`src/rtl/lc2k_multicycle_ctrl.sv`:
```
// lc2k_multicycle_ctrl
//   Multicycle control FSM for the LC2K CPU. Sequences fetch, decode,
//   execute, memory access and write-back. It drives the datapath strobes
//   (PC/IR load, ALU controls, register-file write) and a req/ready
//   handshake to unified memory.
//
// Ports
//   clk, reset        clock; async active-high reset
//   start             level; leaves IDLE
//   ir_opcode[2:0]    IR[24:22] (add,nor,lw,sw,beq,jalr,halt,noop)
//   alu_zero          regA == regB compare from the datapath
//   mem_ready         memory completes the current access this cycle
//   mem_req/mem_we    memory request / write strobe
//   mem_addr_sel      0 = PC, 1 = ALU result
//   ir_write          load IR from memory read data
//   pc_write          load PC; pc_src_sel 0 = PC+1, 1 = PC+offset, 2 = regA
//   alu_op            0 = add, 1 = nor; alu_srcB_sel 0 = regB, 1 = offset
//   reg_we            register-file write enable
//   reg_dst_sel       0 = IR[2:0], 1 = IR[18:16]
//   reg_wdata_sel     0 = ALU, 1 = memory data, 2 = PC
//   halted / error    sticky HALT / memory-timeout indications
//   instr_count       retired instructions, wraps modulo 2^CNT_W
module lc2k_multicycle_ctrl #(
  parameter int CNT_W       = 32,
  parameter int MEM_TIMEOUT = 0
) (
  input  logic             clk,
  input  logic             reset,
  input  logic             start,
  input  logic [2:0]       ir_opcode,
  input  logic             alu_zero,
  input  logic             mem_ready,
  output logic             mem_req,
  output logic             mem_we,
  output logic             mem_addr_sel,
  output logic             ir_write,
  output logic             pc_write,
  output logic [1:0]       pc_src_sel,
  output logic             alu_op,
  output logic             alu_srcB_sel,
  output logic             reg_we,
  output logic             reg_dst_sel,
  output logic [1:0]       reg_wdata_sel,
  output logic             halted,
  output logic             error,
  output logic [CNT_W-1:0] instr_count
);

  typedef enum logic [3:0] {
    S_IDLE, S_FETCH, S_DECODE, S_EXEC_R, S_ADDR, S_MEM,
    S_LW_WB, S_BEQ, S_JALR, S_HALT, S_ERR
  } state_t;

  localparam logic [2:0] OP_ADD = 3'b000, OP_NOR = 3'b001, OP_LW   = 3'b010,
                         OP_SW  = 3'b011, OP_BEQ = 3'b100, OP_JALR = 3'b101,
                         OP_HALT = 3'b110, OP_NOOP = 3'b111;

  localparam bit          TO_EN   = (MEM_TIMEOUT != 0);
  localparam logic [31:0] TO_LAST = 32'(MEM_TIMEOUT - 1);

  state_t           r_state;
  logic [CNT_W-1:0] r_count;
  logic [31:0]      r_wait;
  logic             w_timeout;

  // Last allowed waiting cycle reached with memory still not ready.
  assign w_timeout   = TO_EN && !mem_ready && (r_wait == TO_LAST);
  assign instr_count = r_count;

  always_ff @(posedge clk or posedge reset) begin
    if (reset) begin
      r_state <= S_IDLE;
      r_count <= '0;
      r_wait  <= '0;
    end else begin
      case (r_state)
        S_IDLE: if (start) begin
          r_state <= S_FETCH;
          r_wait  <= '0;
        end
        S_FETCH: begin
          if (mem_ready)      r_state <= S_DECODE;
          else if (w_timeout) r_state <= S_ERR;
          else                r_wait  <= r_wait + 32'd1;
        end
        S_DECODE: begin
          case (ir_opcode)
            OP_ADD, OP_NOR: r_state <= S_EXEC_R;
            OP_LW, OP_SW:   r_state <= S_ADDR;
            OP_BEQ:         r_state <= S_BEQ;
            OP_JALR:        r_state <= S_JALR;
            OP_HALT: begin
              r_state <= S_HALT;
              r_count <= r_count + CNT_W'(1);
            end
            default: begin  // noop retires straight from decode
              r_state <= S_FETCH;
              r_wait  <= '0;
              r_count <= r_count + CNT_W'(1);
            end
          endcase
        end
        S_ADDR: begin
          r_state <= S_MEM;
          r_wait  <= '0;
        end
        S_MEM: begin
          if (mem_ready) begin
            if (ir_opcode == OP_SW) begin
              r_state <= S_FETCH;
              r_wait  <= '0;
              r_count <= r_count + CNT_W'(1);
            end else begin
              r_state <= S_LW_WB;
            end
          end else if (w_timeout) begin
            r_state <= S_ERR;
          end else begin
            r_wait <= r_wait + 32'd1;
          end
        end
        S_EXEC_R, S_LW_WB, S_BEQ, S_JALR: begin
          r_state <= S_FETCH;
          r_wait  <= '0;
          r_count <= r_count + CNT_W'(1);
        end
        S_HALT:  r_state <= S_HALT;
        S_ERR:   r_state <= S_ERR;
        default: r_state <= S_IDLE;
      endcase
    end
  end

  // Outputs decode the state register directly so that an async reset
  // drops mem_req immediately, even in the middle of an access.
  always_comb begin
    mem_req       = 1'b0;
    mem_we        = 1'b0;
    mem_addr_sel  = 1'b0;
    ir_write      = 1'b0;
    pc_write      = 1'b0;
    pc_src_sel    = 2'd0;
    alu_op        = 1'b0;
    alu_srcB_sel  = 1'b0;
    reg_we        = 1'b0;
    reg_dst_sel   = 1'b0;
    reg_wdata_sel = 2'd0;
    halted        = 1'b0;
    error         = 1'b0;
    case (r_state)
      S_FETCH: begin
        mem_req  = 1'b1;
        ir_write = mem_ready;
        pc_write = mem_ready;
      end
      S_EXEC_R: begin
        alu_op = ir_opcode[0];
        reg_we = 1'b1;
      end
      S_ADDR: alu_srcB_sel = 1'b1;
      S_MEM: begin
        mem_req      = 1'b1;
        mem_addr_sel = 1'b1;
        mem_we       = (ir_opcode == OP_SW);
      end
      S_LW_WB: begin
        reg_we        = 1'b1;
        reg_dst_sel   = 1'b1;
        reg_wdata_sel = 2'd1;
      end
      // PC already holds PC+1, so PC+offset lands on PC+1+offset.
      S_BEQ: begin
        pc_write   = alu_zero;
        pc_src_sel = 2'd1;
      end
      // regA is read combinationally, so the PC gets the old regA value
      // even when the link write targets the same register.
      S_JALR: begin
        reg_we        = 1'b1;
        reg_dst_sel   = 1'b1;
        reg_wdata_sel = 2'd2;
        pc_write      = 1'b1;
        pc_src_sel    = 2'd2;
      end
      S_HALT:  halted = 1'b1;
      S_ERR:   error  = 1'b1;
      default: ;
    endcase
  end

endmodule

```
`config.mk`:
```
export PLATFORM = sky130hd
export DESIGN_NAME = lc2k_multicycle_ctrl
export DESIGN_NICKNAME = d
export VERILOG_FILES = /design/src/rtl/lc2k_multicycle_ctrl.sv
export SDC_FILE = /design/constraint.sdc
export NUM_CORES = 1
export LEC_CHECK = 0
export ABC_AREA = 0
export BUFFER_PORTS_ARGS = -buffer_cell sky130_fd_sc_hd__buf_4
export CORE_ASPECT_RATIO = 1.2
export CORE_MARGIN = 2
export CORE_UTILIZATION = 35
export DETAILED_ROUTE_END_ITERATION = 7
export HOLD_SLACK_MARGIN = 0.12
export SYNTH_ARGS = -nofsm -noshare
export SYNTH_HDL_FRONTEND = slang
export SYNTH_SLANG_ARGS = --single-unit
```
`constraint.sdc`:
```
create_clock -name clk -period 3 [get_ports clk]
set_clock_uncertainty 0.2 [all_clocks]
set_input_delay 0.15 -clock clk [delete_from_list [all_inputs] [get_ports clk]]
set_output_delay 0.15 -clock clk [all_outputs]
set_load 0.02 [all_outputs]
```
==> results of run 1 <==
## logic make-up after synthesis
kind of cell               Yosys count
and+or+nand+nor                     98
DFF                                 36
xor gates and xnor gates            33
AOI/OAI and AO/OA                   21
buffers and inverters               16
muxes                                2
adders and majority gates            1
## cell usage in the layout (no fill, tap or decap), types with 2 or more instances in the layout
cell           instances
buf_4                 57
dfrtp_1               36
xnor2_1               24
nor2_1                18
nand2_1               17
nand4_1               15
and3_1                10
inv_1                  9
xor2_1                 9
nand3_1                8
nand2b_1               7
a21oi_1                6
o21ai_0                5
clkbuf_8               5
dlygate4sd3_1          4
nor4_1                 3
nor3_1                 3
nand3b_1               2
o2bb2ai_1              2
or3_1                  2
nor2b_1                2
mux2_2                 2
or2_2                  2
## cells in the mapped netlist (2+ instances only)
cell type	n	share of area [%]
or3_1	2	0.63
clkbuf_1	4	0.75
nor2b_1	2	0.63
nor4_1	3	0.94
mux2_2	2	1.1
o21ai_0	5	1.3
o2bb2ai_1	2	0.88
inv_1	9	1.7
nand4_1	15	4.7
nand2b_1	7	2.2
xor2_1	9	4.0
dfrtp_1	36	45
nand3_1	8	2.0
a21oi_1	6	1.5
buf_2	2	0.50
nand2_1	17	3.2
nor3_1	3	0.75
nor2_1	18	3.4
or2_2	2	0.63
nand3b_1	2	0.75
and3_1	10	3.1
xnor2_1	24	11
## flip-flops by register name (all words and copies together), names as in the netlist
register / cells
instr_count: 32
r_state: 4
## worst max-delay path: stages, from the launching register on
cell       delay [ps]
dfrtp_1           630
nand4bb_1         320
o211a_2           400
nor4_2            490
nand4_1           180
xnor2_1           160
## power groups by stage
| stage | sequential [W] | clock, W | combinational [W] |
|---|---|---|---|
| 6_report | 0.000671 | 0.000428 | 0.000729 |
| 5_1_grt | 0.000684 | 0.000455 | 0.000807 |
| 4_1_cts | 0.000668 | 0.000438 | 0.000735 |
| 3_5_place_dp | 0.000677 | 0 | 0.000727 |
| 3_3_place_gp | 0.000673 | 0 | 0.000727 |
| 2_1_floorplan | 0.000671 | 0 | 0.000489 |
## cell type report
type | instances | share of cell area (%)
repair buffers | 61 | 17.9
inverters | 9 | 1.29
flip-flops and latches | 36 | 34.4
clock buffers | 5 | 2.63
multi-input cells | 155 | 39.0
clock inverters | 3 | 1.63
well taps | 64 | 3.06
## per-stage QoR
step,instances,setup WS [ps],hold slack (ps),total power (W)
6_report,333,504,196,0.00183
5_1_grt,333,236,249,0.00195
4_1_cts,333,491,183,0.00184
3_5_place_dp,321,512,98.5,0.00140
3_3_place_gp,321,514,96.9,0.00140
2_1_floorplan,207,853,59.5,0.00116
## final timing paths
| kind | start | end | depth (start not counted) |
|---|---|---|---|
| min in group asynchronous | reset | instr_count[27]$_DFFE_PP0P_ | 4 |
| min reg2reg | instr_count[31]$_DFFE_PP0P_ | instr_count[31]$_DFFE_PP0P_ | 1 |
| min | ir_opcode[0] | r_state[3]$_DFFE_PP0P_ | 6 |
| max | r_state[2]$_DFFE_PP0P_ | instr_count[30]$_DFFE_PP0P_ | 5 |
| max in group asynchronous | reset | instr_count[3]$_DFFE_PP0P_ | 4 |
| max reg2reg | r_state[2]$_DFFE_PP0P_ | instr_count[30]$_DFFE_PP0P_ | 5 |
## repair_timing
action                    CTS  global route
hold buffers                4             0
hold endpoints to repair   39             0
setup buffers               0             0
## routing by layer
| layer | global-route usage (%) | routed length [um] | part of all wire [%] |
|---|---|---|---|
| met5 | 0 | 0 | 0 |
| met4 | 3.70 | 34 | 0.75 |
| met3 | 3.02 | 168 | 3.7 |
| met2 | 27.7 | 2410 | 53 |
| met1 | 19.6 | 1940 | 43 |
==> results.yml, run 1 <==
die:
  die_w_um: 72.8
  fp-row-count: 30
  die_h_um: 86.6
  design.core.area_um2: 5560
  io_pins: 55
  start_util_pct: 35.8
  die_area_um2: 6300
worst_setup_path:
  reg2reg_slack_ps: 500
  crit_path_start_kind: "flop"
  critPathKind: "reg -> reg"
  critPathArrivalTime_ps: 2470
  cp_max_fo: 15
  required_ps: 2970
  crit_path_end_kind: "flop"
logic_synthesis:
  yosys.area_share.simple_pct: 28.1
  ys_async_sr_fraction_pct: 100
  syn_nets: 216
  yosys.area_share.adder_pct: 0.629
  synthXorXnorAreaFrac_pct: 14.5
  syn_area_per_cell_um2: 9.60
  synth_compound_area_share_pct: 6.92
  synthMuxAreaShare_pct: 1.13
  synth_top_family_by_area: "simple AND/OR/NAND/NOR gates"
  yosysUniqueCellTypes: 41
  synth_edf_count: 0
  ys.flop_type: "dfrtp_1"
  ys_seq_area_share_pct: 45.3
  synth_seq_cells: 36
  yosys_warnings: 0
  synth_cells: 207
  syn_area_um2: 1990
detailed_routing:
  wl_per_cell_um: 13.7
  avgViaCountPerCell: 5.15
  drcViolationCount: 0
  routed_wl_mm: 4.55
  dr.pass1.iters: 4
  drtAntennaViolNets: 0
  drt_iter0_markers: 74
  vias: 1714
placed_design:
  post-dp-hpwl_mm: 3.42
  place_area_um2: 2460
  gp_congestion: 0.828
  io_buffers: 54
timing:
  fin_setup_tns_ps: 0
  timing.fmax_mhz: 401
  worstMarginPinSlew_ps: 482
  max-slew-margin-rel_pct: 67.9
  fin_crit_ps: 2500
  rsz0062_at_grt: "no"
  finalMaxSlewViolations: 0
  final-hold-violation-count: 0
  fin_crit_sh_pct: 83.2
  setup_violations: 0
pwr:
  ir_drop_v: 0.000350
  powerDensity_nw_per_um2: 699
  pwr-share-clk_pct: 23.4
  p_seq_share_pct: 36.7
  p_leak_nw: 1.25
  switching_power_w: 0.000708
  swShare_pct: 38.7
  p_int_w: 0.00112
  pwr-share-comb_pct: 39.9
hold_path:
  hold_class: "in -> reg"
clocking:
  clockBufferDepth: 2
  cts_tree: "built"
  ctsHtreeMaxLevel: 2
  numCtsBuffers: 5
  path_clk_slew_ps: 80
  ctsResizeCount: 0
  clock-sinks: 36
  clk_latency_ps: 290
  cts_root_buf: "clkbuf_8"
layout:
  nets: 277
  drive_above_1_share_pct: 27.1
  syn_to_final_growth_pct: 31.5
  design_area_um2: 2620
  seq_area_um2: 901
  finalCoreUtilization_pct: 47.1
  n_antenna_cell: 0
  nFillCells: 563
  multi_input_area_um2: 1020
global_routing:
  antenna_found_initial: 0
  grt_overflow: 0
  grt_pass1_vias: 1678
  grt_util_all_layers_pct: 15.7
  grt_first_pass_wirelength_mm: 7.85
  grt_max_degree: 37
flow_run:
  cap_violations: 0
outcome:
  run_status: "finished, final reports clean"
Power figures use the tool's default switching activity.
==> inputs of run 2 (changes only) <==
- ABC_AREA: 0 -> 1
- clock period: 3 -> 2.6 ns (I/O delays scaled with it)
==> run 2 against run 1 <==
Clock power about the same; register-to-register slack worse by 120 ps; synthesized cell count up 110%; critical path depth up 6; first-iteration DRC count up 24%; design area up 23%; utilization down 2.3 points; largest cell class unchanged; highest routed layer unchanged.
==> results.yml, run 2 <==
outcome:
  run_status: "finished, final reports clean"
worst_setup_path:
  slowest_stage: "dlygate4sd3_1"
  critPathTopFamily: "buffers and inverters"
  critPathArrivalTime_ps: 2340
  critPathKind: "in -> reg"
  path_common_cell: "nand2_1"
  required_ps: 2580
  crit_path_start_kind: "input port"
  slowest_delay_ps: 550
  path_cells: "dlygate4sd3_1 > buf_4 > a21oi_1 > dlygate4sd3_1 > nand2_1 > nand2_1 > nor2_1 > nand2_1 > nand2_1 > nand2_1 > dlygate4sd3_1"
  crit_path_end_kind: "flop"
  cp.buffers_inverters: 4
  cp_max_fo: 6
layout:
  n_antenna_cell: 0
  layout_commonest_cell: "nand2_1"
  multi_input_area_um2: 1440
  final_cell_mix: "216 x nand2_1, 61 x nor2_1, 55 x buf_4"
  seq_area_um2: 901
  nFillCells: 784
  largest_reg_flops: 32
  nets: 499
  syn_to_final_growth_pct: 25.8
  drive_above_1_share_pct: 15.3
pwr:
  p_leak_nw: 1.69
  ir_drop_v: 0.000415
  powerDensity_nw_per_um2: 672
timing:
  fin_crit_sh_pct: 90.7
  whs_ps: 143
  max-slew-margin-rel_pct: 66.5
  fin_crit_ps: 2360
  rsz0062_at_grt: "no"
  timing.fmax_mhz: 424
  final-hold-violation-count: 0
  finalMaxSlewViolations: 0
  worstMarginPinSlew_ps: 501
  fin_setup_tns_ps: 0
  setup_violations: 0
logic_synthesis:
  yosys-top-cells-count: "216 x nand2_1, 61 x nor2_1, 39 x inv_1"
  yosysUniqueCellTypes: 23
  synth_cells: 426
  syn_area_um2: 2560
  ys_seq_area_share_pct: 35.2
  syn_nets: 435
  ys.flop_type: "dfrtp_1"
  ys_top_cells_by_area: "dfrtp_1 35%, nand2_1 32%, nor2_1 8.9%"
  synthDominantCellAreaShare_pct: 35.2
  yosys_warnings: 0
  synth_top_area_cell: "dfrtp_1"
  yosysMostFrequentCell: "nand2_1"
  synth_seq_cells: 36
  ys_async_sr_fraction_pct: 100
  synth_edf_count: 0
  syn_area_per_cell_um2: 6.01
detailed_routing:
  routed_wl_mm: 6.89
  drcViolationCount: 0
  dr.pass1.iters: 4
  drt_iter0_markers: 92
  drtAntennaViolNets: 0
  avgViaCountPerCell: 4.59
  vias: 2669
  wl_per_cell_um: 11.9
global_routing:
  grt_overflow: 0
  grt_max_degree: 37
  grt_pass1_vias: 2652
  grt_first_pass_wirelength_mm: 11.8
  antenna_found_initial: 0
  grt_util_all_layers_pct: 18.6
clocking:
  numCtsBuffers: 5
  clock-sinks: 36
  clockBufferDepth: 2
  cts_root_buf: "clkbuf_8"
  clk_latency_ps: 300
  path_clk_slew_ps: 70
  post_cts_buffers: 0
  ctsHtreeMaxLevel: 2
  cts_tree: "built"
die:
  die_h_um: 97.7
  start_util_pct: 35.6
  die_w_um: 82.1
  io_pins: 55
  die_area_um2: 8020
  fp-row-count: 34
  design.core.area_um2: 7190
placed_design:
  gp_congestion: 0.853
  post-dp-hpwl_mm: 5.18
  io_buffers: 54
flow_run:
  cap_violations: 0
hold_path:
  hold_class: "in -> reg"
[run 2: cell count changes in the layout (fill, tap and decap cells not counted), sizes merged, moves of 3 or more]
cell	previous run	this run
nand2	17	220
nand2b	7	0
dlygate4sd3	4	10
nand4	15	0
nor4	4	0
inv	9	44
o21ai	5	9
clkbuf	5	8
xnor2	24	4
and3	10	0
nand3	8	19
nor2	18	65
[run 2: repair_timing]
action | in CTS | in global routing
endpoints found under the setup margin | 0 | 0
resized for setup | 0 | 0
hold buffers | 10 | 0
hold endpoints to repair | 40 | 0
[run 2: cell families (layout without fill, tap and decap cells)]
logic type,count (synthesis),in the layout,synth area share [%]
xor+xnor,15,15,5.13
compound gates,16,16,3.57
flops,36,36,35.2
buf+inv,52,117,8.60
simple gates,306,306,47.0
fa+ha+maj,1,1,0.488
[run 2: metrics by stage]
stage               setup slack (ps)  total power, W  utilization (%)  area (um^2)  instances
floorplan                        795         0.00145                -         2560        426
global placement                 471         0.00169             42.2         3030        563
detailed placement               445         0.00171             42.2         3030        563
CTS                              259         0.00218             44.8         3220        581
global route                     135         0.00232             44.8         3220        581
finish                           243         0.00217             44.8         3220        581
[run 2: layout make-up]
class,instances,share of cell area (%)
tap,90,3.50
sequential,36,28.0
timing repair buffer,65,15.9
multi-input combinational,338,44.7
clock buffer,8,2.80
inverter,44,5.13
[run 2: routing by layer]
| layer | GRT usage (%) | part of all wire [%] |
|---|---|---|
| met5 | 0 | 0 |
| met4 | 6.79 | 2.1 |
| met3 | 2.79 | 3.0 |
| met2 | 31.8 | 49 |
| met1 | 23.2 | 45 |
[run 2: power breakdown]
| part | total (W) | leakage [nW] | switching (W) | internal, W |
|---|---|---|---|---|
| registers | 0.000739 | 0.493 | 0.000105 | 0.000634 |
| logic | 0.000998 | 1.15 | 0.000653 | 0.000345 |
| clock network | 0.000428 | 0.0455 | 0.000212 | 0.000216 |
[run 2: worst paths after layout]
path | start | to | slack [ps] | depth (start not counted)
worst max-delay path | ir_opcode[2] | r_state[0]$_DFFE_PP0P_ | 240 | 11
worst min-delay path | ir_opcode[0] | r_state[1]$_DFFE_PP0P_ | 140 | 4
worst max register to register | r_state[3]$_DFFE_PP0P_ | r_state[2]$_DFFE_PP0P_ | 380 | 9
worst min register to register | instr_count[31]$_DFFE_PP0P_ | instr_count[31]$_DFFE_PP0P_ | 340 | 2
max in group asynchronous | reset | instr_count[21]$_DFFE_PP0P_ | 1570 | 4
min in group asynchronous | reset | instr_count[12]$_DFFE_PP0P_ | 300 | 4
[run 2: worst min-delay path, delay by kind of cell]
kind | cells | cell delay (ps)
buf+inv | 1 | 90
compound gates | 2 | 300
simple gates | 1 | 70
==> inputs of run 3 (changes only) <==
- clock period: 2.6 -> 2.37 ns (I/O delays scaled with it)
==> run 3 against run 2 <==
Sequential power rose by 10%; non-clock buffer count rose by 3; total power rose by 12%; count of clock-buffer cells in the layout did not move; utilization rose by 0.44 points; routed wire length rose by 4.1%.
==> results.yml, run 3 (synthesized netlist as in run 2, its figures left out) <==
outcome:
  run_status: "finished, final reports clean"
worst_setup_path:
  critPathKind: "in -> reg"
  crit_path_end_kind: "flop"
  slowest_stage: "dlygate4sd3_1"
  crit_path_start_kind: "input port"
  required_ps: 2350
  cp_max_fo: 4
  path_cells: "dlygate4sd3_1 > buf_4 > inv_1 > a21oi_2 > dlygate4sd3_1 > o21ai_0 > dlygate4sd3_1 > o21ai_1 > nand2_1"
  slowest_delay_ps: 570
  critPathArrivalTime_ps: 2290
  path_common_cell: "dlygate4sd3_1"
  rr_worst_depth: 9
timing:
  setup_violations: 0
  fin_crit_ps: 2310
  rsz0062_at_grt: "no"
  worstMarginPinSlew_ps: 520
  finalMaxSlewViolations: 0
  fin_setup_tns_ps: 0
  whs_ps: 307
  max-slew-margin-rel_pct: 65.3
  final-hold-violation-count: 0
  fin_crit_sh_pct: 97.5
  timing.fmax_mhz: 433
  setup_ws_ps: 58.4
global_routing:
  grt_max_degree: 37
  grt_overflow: 0
  grt_pass1_vias: 2618
  antenna_found_initial: 0
  grt_first_pass_wirelength_mm: 11.9
  grt_util_all_layers_pct: 19.0
layout:
  final_cell_mix: "216 x nand2_1, 61 x nor2_1, 56 x buf_4"
  largest_reg_flops: 32
  drive_above_1_share_pct: 15.6
  layout_commonest_cell: "nand2_1"
  n_antenna_cell: 0
  syn_to_final_growth_pct: 27.0
  nets: 502
pwr:
  powerDensity_nw_per_um2: 743
  p_total_w: 0.00242
  p_leak_nw: 1.71
  ir_drop_v: 0.000731
flow_run:
  cap_violations: 0
die:
  die_h_um: 97.7
  die_area_um2: 8020
  fp-row-count: 34
  die_w_um: 82.1
  start_util_pct: 35.6
  design.core.area_um2: 7190
  io_pins: 55
placed_design:
  post-dp-hpwl_mm: 5.42
  dp_slack_ps: 404
  gp_congestion: 0.879
  io_buffers: 54
detailed_routing:
  wl_per_cell_um: 12.3
  routed_wl_mm: 7.16
  drtAntennaViolNets: 0
  drcViolationCount: 0
  dr.pass1.iters: 4
  drt_iter0_markers: 110
  avgViaCountPerCell: 4.67
  vias: 2729
clocking:
  cts_root_buf: "clkbuf_8"
  clock-sinks: 36
  path_clk_slew_ps: 70
  numCtsBuffers: 5
  clk_latency_ps: 280
  ctsHtreeMaxLevel: 2
  post_cts_buffers: 0
  clockBufferDepth: 2
  cts_tree: "built"
hold_path:
  hold_class: "in -> async"
run 3: through the flow:
| stage | util, % | instances | instance area, um^2 |
|---|---|---|---|
| floorplan | - | 426 | 2560 |
| global placement | 42.3 | 564 | 3040 |
| detailed placement | 42.3 | 564 | 3040 |
| CTS | 45.2 | 584 | 3250 |
| global route | 45.2 | 584 | 3250 |
| finish | 45.2 | 584 | 3250 |
run 3: critical path: cells and delay by family:
kind            cells  cell delay, ps
buf+inv             5            1820
compound gates      3             300
simple gates        1              60
run 3: where the power goes:
group          total [W]  switching, W  internal, W
Clock           0.000460      0.000223     0.000237
Sequential      0.000816      0.000121     0.000695
Combinational    0.00114      0.000733     0.000409
run 3: path summary, 6_finish.rpt:
kind	from	end	slack [ps]
setup / recovery	ir_opcode[0]	r_state[2]$_DFFE_PP0P_	60
hold / removal	reset	r_state[2]$_DFFE_PP0P_	310
setup reg to reg	r_state[3]$_DFFE_PP0P_	r_state[0]$_DFFE_PP0P_	250
hold reg to reg	instr_count[31]$_DFFE_PP0P_	instr_count[31]$_DFFE_PP0P_	330
max in group asynchronous	reset	instr_count[16]$_DFFE_PP0P_	1330
min in group clk	instr_count[31]$_DFFE_PP0P_	instr_count[31]$_DFFE_PP0P_	330
run 3: what timing repair did:
item | CTS | global route
resized for setup | 0 | 2
setup endpoints to repair | 0 | 1
hold buffers | 12 | 0
endpoints found under the hold margin | 40 | 0
run 3: cell type report:
class	instances	area, um^2
Fill cell	776	3940
Multi-Input combinational cell	338	1440
Sequential cell	36	901
Timing Repair Buffer	68	541
Inverter	44	165
Tap cell	90	113
Clock buffer	8	90.1
run 3: metal layers:
metal / GRT usage [%] / up-vias / wire length, um
met5: 0 / - / 0
met4: 4.87 / 0 / 47
met3: 2.97 / 4 / 213
met2: 33.5 / 50 / 3700
met1: 23.7 / 1263 / 3200
li1: - / 1412 / -
